## config.mk

```make
export PLATFORM = sky130hd
export DESIGN_NAME = seg7_scan_driver
export DESIGN_NICKNAME = d
export VERILOG_FILES = /design/src/rtl/seg7_scan_driver.sv
export SDC_FILE = /design/constraint.sdc
export NUM_CORES = 1
export LEC_CHECK = 0
export ABC_AREA = 1
export CAP_MARGIN = 5
export CELL_PAD_IN_SITES_DETAIL_PLACEMENT = 0
export CELL_PAD_IN_SITES_GLOBAL_PLACEMENT = 2
export CORE_UTILIZATION = 34
export CTS_CLUSTER_DIAMETER = 100
export DETAILED_ROUTE_END_ITERATION = 8
export PLACE_DENSITY = 0.87
export SLEW_MARGIN = 10
export SYNTH_ARGS = -nofsm -noshare
export SYNTH_HDL_FRONTEND = slang
export SYNTH_SLANG_ARGS = --single-unit
```

## constraint.sdc

```tcl
create_clock -name clk -period 4.25 [get_ports clk]
set_clock_uncertainty 0.2 [all_clocks]
set_input_delay 1.275 -clock clk [delete_from_list [all_inputs] [get_ports clk]]
set_output_delay 1.275 -clock clk [all_outputs]
set_load 0.01 [all_outputs]
```

## src/rtl/seg7_scan_driver.sv

```systemverilog
// Five-digit common-anode 7-segment scanner: latches BCD digits on load and
// time-multiplexes them with leading-zero blanking and an anti-ghosting guard.
module seg7_scan_driver #(
   parameter int unsigned REFRESH_DIV = 50000,
   parameter int unsigned GUARD       = 16
) (
   input  logic       clk,
   input  logic       rst,
   input  logic       load,
   input  logic [3:0] bcd_1,
   input  logic [3:0] bcd_10,
   input  logic [3:0] bcd_100,
   input  logic [3:0] bcd_1000,
   input  logic [3:0] bcd_10000,
   input  logic       blank_lz,
   output logic [4:0] an,
   output logic [6:0] seg,
   output logic       frame_done
);

   localparam int unsigned CW = $clog2(REFRESH_DIV);
   localparam logic [CW-1:0] CNT_MAX = CW'(REFRESH_DIV - 1);
   localparam logic [CW-1:0] GUARD_C = CW'(GUARD);

   logic [CW-1:0] cnt_q, cnt_d;
   logic [2:0]    idx_q, idx_d;
   logic [3:0]    dig_q [5];
   logic [3:0]    dig_d [5];
   logic [3:0]    bcd_in [5];
   logic [4:0]    an_q, an_d;
   logic [6:0]    seg_q, seg_d;
   logic          frame_done_q, frame_done_d;
   logic [4:0]    blank;
   logic          zero_run;
   logic [3:0]    cur_dig;

   assign bcd_in[0] = bcd_1;
   assign bcd_in[1] = bcd_10;
   assign bcd_in[2] = bcd_100;
   assign bcd_in[3] = bcd_1000;
   assign bcd_in[4] = bcd_10000;

   function automatic logic [6:0] decode(input logic [3:0] d);
      logic [6:0] s;
      case (d)
         4'd0:    s = 7'b1000000;
         4'd1:    s = 7'b1111001;
         4'd2:    s = 7'b0100100;
         4'd3:    s = 7'b0110000;
         4'd4:    s = 7'b0011001;
         4'd5:    s = 7'b0010010;
         4'd6:    s = 7'b0000010;
         4'd7:    s = 7'b1111000;
         4'd8:    s = 7'b0000000;
         4'd9:    s = 7'b0010000;
         default: s = 7'b0111111;
      endcase
      return s;
   endfunction

   generate
      for (genvar gi = 0; gi < 5; gi++) begin : g_latch
         assign dig_d[gi] = load ? bcd_in[gi] : dig_q[gi];
      end
   endgenerate

   // A digit is blanked only while it and every digit above it are zero.
   always_comb begin
      blank    = 5'b00000;
      zero_run = 1'b1;
      for (int k = 4; k >= 1; k--) begin
         zero_run = zero_run && (dig_q[k] == 4'd0);
         blank[k] = blank_lz && zero_run;
      end
   end

   assign cur_dig = dig_q[idx_q];

   always_comb begin
      cnt_d        = cnt_q + 1'b1;
      idx_d        = idx_q;
      frame_done_d = 1'b0;
      an_d         = 5'b11111;
      seg_d        = 7'b1111111;
      if (cnt_q == CNT_MAX) begin
         cnt_d        = '0;
         idx_d        = (idx_q == 3'd4) ? 3'd0 : idx_q + 3'd1;
         frame_done_d = (idx_q == 3'd4);
      end
      if (!(cnt_q < GUARD_C)) begin
         an_d  = ~(5'b00001 << idx_q);
         seg_d = blank[idx_q] ? 7'b1111111 : decode(cur_dig);
      end
   end

   always_ff @(posedge clk) begin
      if (rst) begin
         cnt_q        <= '0;
         idx_q        <= 3'd0;
         an_q         <= 5'b11111;
         seg_q        <= 7'b1111111;
         frame_done_q <= 1'b0;
         for (int k = 0; k < 5; k++) dig_q[k] <= 4'd0;
      end else begin
         cnt_q        <= cnt_d;
         idx_q        <= idx_d;
         an_q         <= an_d;
         seg_q        <= seg_d;
         frame_done_q <= frame_done_d;
         for (int k = 0; k < 5; k++) dig_q[k] <= dig_d[k];
      end
   end

   assign an         = an_q;
   assign seg        = seg_q;
   assign frame_done = frame_done_q;

endmodule

```

==> impl_metrics.py <==
metrics = {
    "run_status": {
        "outcome": "finished, final reports clean",
    },
    "yosys": {
        "yosys_warnings": 0,
        "ys_types": 31,
        "synth-seq-cells": 55,
        "syn_nets": 376,
        "yosysTopAreaCell": "dfxtp_1",
        "synth.avg_cell_area_um2": 7.970,
        "yosys.area.top_type_share": 0.2578,
        "yosysSeqAreaShare": 0.4788,
        "synth.cell_area_mm2": 0.002718,
        "netlist_top_cells_area": "dfxtp_1 26%, edfxtp_1 22%, nand2_1 9.4%, inv_1 9.3%, nor2_1 6.5%",
        "syn-instance-count": 341,
    },
    "timing": {
        "setup_ws_ns": 1.568,
        "tns_ns": 0,
        "fin_crit_sh": 0.6311,
        "slew_headroom": 0.7050,
        "fmax_mhz": 372.9,
        "rsz0062_at_grt": "false",
        "maxSlewViolCount": 0,
        "hold_viol": 0,
        "min_period_ns": 2.682,
        "worstMarginPinSlew_ns": 0.4424,
        "setup_viol": 0,
    },
    "placement": {
        "dp_hpwl_um": 3876,
        "place_ws_ns": 1.222,
        "io_buffers": 36,
        "globalplace.congestion": 0.7449,
    },
    "floorplanning": {
        "core_area_mm2": 0.007727,
        "die_w_um": 91.41,
        "fp.dieH_um": 91.41,
        "start_util": 0.3517,
        "row_count": 32,
        "design.portCount": 37,
        "die-area_mm2": 0.008355,
    },
    "cts": {
        "tritoncts": "built",
        "clock_sinks": 55,
        "h-tree-depth": 2,
        "postCtsSetupBuffers": 0,
        "cts-resized-gates": 0,
        "clockBufferDepth": 2,
        "ctsHoldBuffers": 0,
        "clk_latency_ns": 0.31,
        "clkSlewWorstSetupHoldPaths_ns": 0.10,
        "cts_made_buffers": 5,
        "root_buffer": "clkbuf_8",
    },
    "worst_setup_path": {
        "worstSetupStartpointType": "input pin",
        "critPathMaxFanout": 24,
        "cp-end-kind": "register",
        "arrival_ns": 2.45,
        "required_ns": 4.02,
        "path_class": "in -> reg",
    },
    "global_route": {
        "overflow": 0,
        "grt_pass1_vias": 2011,
        "antenna_found_initial": 0,
        "grt_pass1_wl_um": 8963,
        "grt_max_degree": 25,
        "grt_util_all_layers": 0.1323,
    },
    "drt": {
        "postRouteWirelength_um": 4931,
        "via_per_inst": 4.316,
        "antenna_left": 0,
        "drc": 0,
        "drt-initial-drc-count": 85,
        "routedWlPerCell_um": 10.19,
        "detail_route.first_pass.iterations": 4,
        "vias": 2089,
    },
    "pwr": {
        "p_leak_nw": 1.421,
        "ir_drop_v": 0.0001347,
        "power.density_mw_per_mm2": 292.8,
    },
    "finish": {
        "layout-drive-gt1-share": 0.07853,
        "num_antenna_cells": 0,
        "final_nets": 416,
        "syn_to_final_growth_pct": 20.53,
    },
    "hold_path": {
        "hold_class": "reg -> reg",
    },
    "job": {
        "maxCapViolCount": 0,
    },
}
## cell type report
cell class,instances,area [µm²]
Clock buffer,5,68.82
Timing Repair Buffer,37,367.9
Sequential cell,55,1301
Clock inverter,3,23.77
Inverter,70,265.3
Fill cell,790,4452
Tap cell,102,127.6
Multi-Input combinational cell,212,1121
## routing by layer
layer	vias up	global-route usage	part of all wire
met5	-	0	0
met4	0	0.03571	0.011
met3	4	0.03099	0.041
met2	43	0.2055	0.43
met1	908	0.1832	0.52
li1	1134	-	-
## Yosys cell counts (all sizes together)
library cell,count
inv,70
clkbuf,2
xor2,4
a21oi,9
nor2,52
edfxtp,20
nand3,38
nand2,71
nand4,7
nor3,8
o21ai,6
xnor2,2
a31oi,1
ha,11
dfxtp,35
buf,2
or2,2
nor3b,1
## registers in the layout, summed over array words and instances, names as in the netlist, named ones only
signal	cells
dig_q	20
cnt_q	16
seg	7
an	5
idx_q	3
frame_done	1
## critical path, cell delays in order
cell             delay (ns)
clkdlybuf4s50_1        0.46
buf_4                  0.25
or2_2                  0.45
## layout by cell type (no fill, tap or decap)
| cell | netlist | routed |
|---|---|---|
| nor3_2 | 1 | 1 |
| nor2_4 | 3 | 3 |
| o21ai_4 | 1 | 1 |
| xor2_1 | 4 | 4 |
| a21oi_2 | 3 | 3 |
| nand2_1 | 68 | 68 |
| clkdlybuf4s50_1 | 0 | 36 |
| nand2_4 | 1 | 1 |
| buf_4 | 0 | 1 |
| inv_4 | 1 | 1 |
| edfxtp_1 | 20 | 20 |
| nand4_1 | 7 | 7 |
| dfxtp_1 | 35 | 35 |
| o21ai_0 | 3 | 3 |
| nor2_1 | 47 | 47 |
| or2_2 | 1 | 1 |
| o21ai_1 | 2 | 2 |
| nor3_4 | 1 | 1 |
| inv_2 | 2 | 2 |
| clkinvlp_4 | 0 | 2 |
| nand3_2 | 3 | 3 |
| ha_1 | 11 | 11 |
| nor3_1 | 6 | 6 |
| a31oi_1 | 1 | 1 |
| a21oi_1 | 6 | 6 |
| inv_1 | 67 | 67 |
| nand2_2 | 2 | 2 |
| inv_6 | 0 | 1 |
| nand3_1 | 35 | 35 |
| xnor2_1 | 2 | 2 |
| nor2_2 | 2 | 2 |
| clkbuf_8 | 0 | 5 |
| or2_0 | 1 | 1 |
| nor3b_1 | 1 | 1 |
## final timing paths
kind                            startpoint           to  slack (ns)  cells past startpoint
worst max-delay path                   rst  dig_q[1][0]        1.57                      3
worst min-delay path              cnt_q[0]     cnt_q[0]        0.26                      1
worst max register to register    register       seg[3]        2.31                      8
worst min register to register    cnt_q[0]     cnt_q[0]        0.26                      1
## kinds of logic after synthesis
kind of cell | Yosys count | synth area share
compound gates | 16 | 0.03822
xor+xnor | 6 | 0.01934
fa+ha+maj | 11 | 0.05064
buf+inv | 74 | 0.1087
flops | 55 | 0.4788
simple gates | 179 | 0.3043
## metrics by stage
| stage | std cells | cell area, µm² | hold WS [ns] | total power, W | util |
|---|---|---|---|---|---|
| 5_1_grt | 484 | 3276 | 0.2935 | 0.001018 | 0.4239 |
| 6_report | 484 | 3276 | 0.2611 | 0.0009592 | 0.4239 |
| 3_3_place_gp | 476 | 3183 | 0.2332 | 0.0006793 | 0.4119 |
| 2_1_floorplan | 341 | 2718 | 0.2175 | 0.0006427 | - |
| 3_5_place_dp | 476 | 3183 | 0.2430 | 0.0006802 | 0.4119 |
| 4_1_cts | 484 | 3276 | 0.2669 | 0.0009742 | 0.4239 |
## report_power, final
part	internal, W	total [W]	switching (W)
sequential	0.000567	0.000575	0.00000844
clock	0.000118	0.000293	0.000174
combinational	0.0000412	0.0000913	0.0000502
Power figures use the tool's default switching activity.
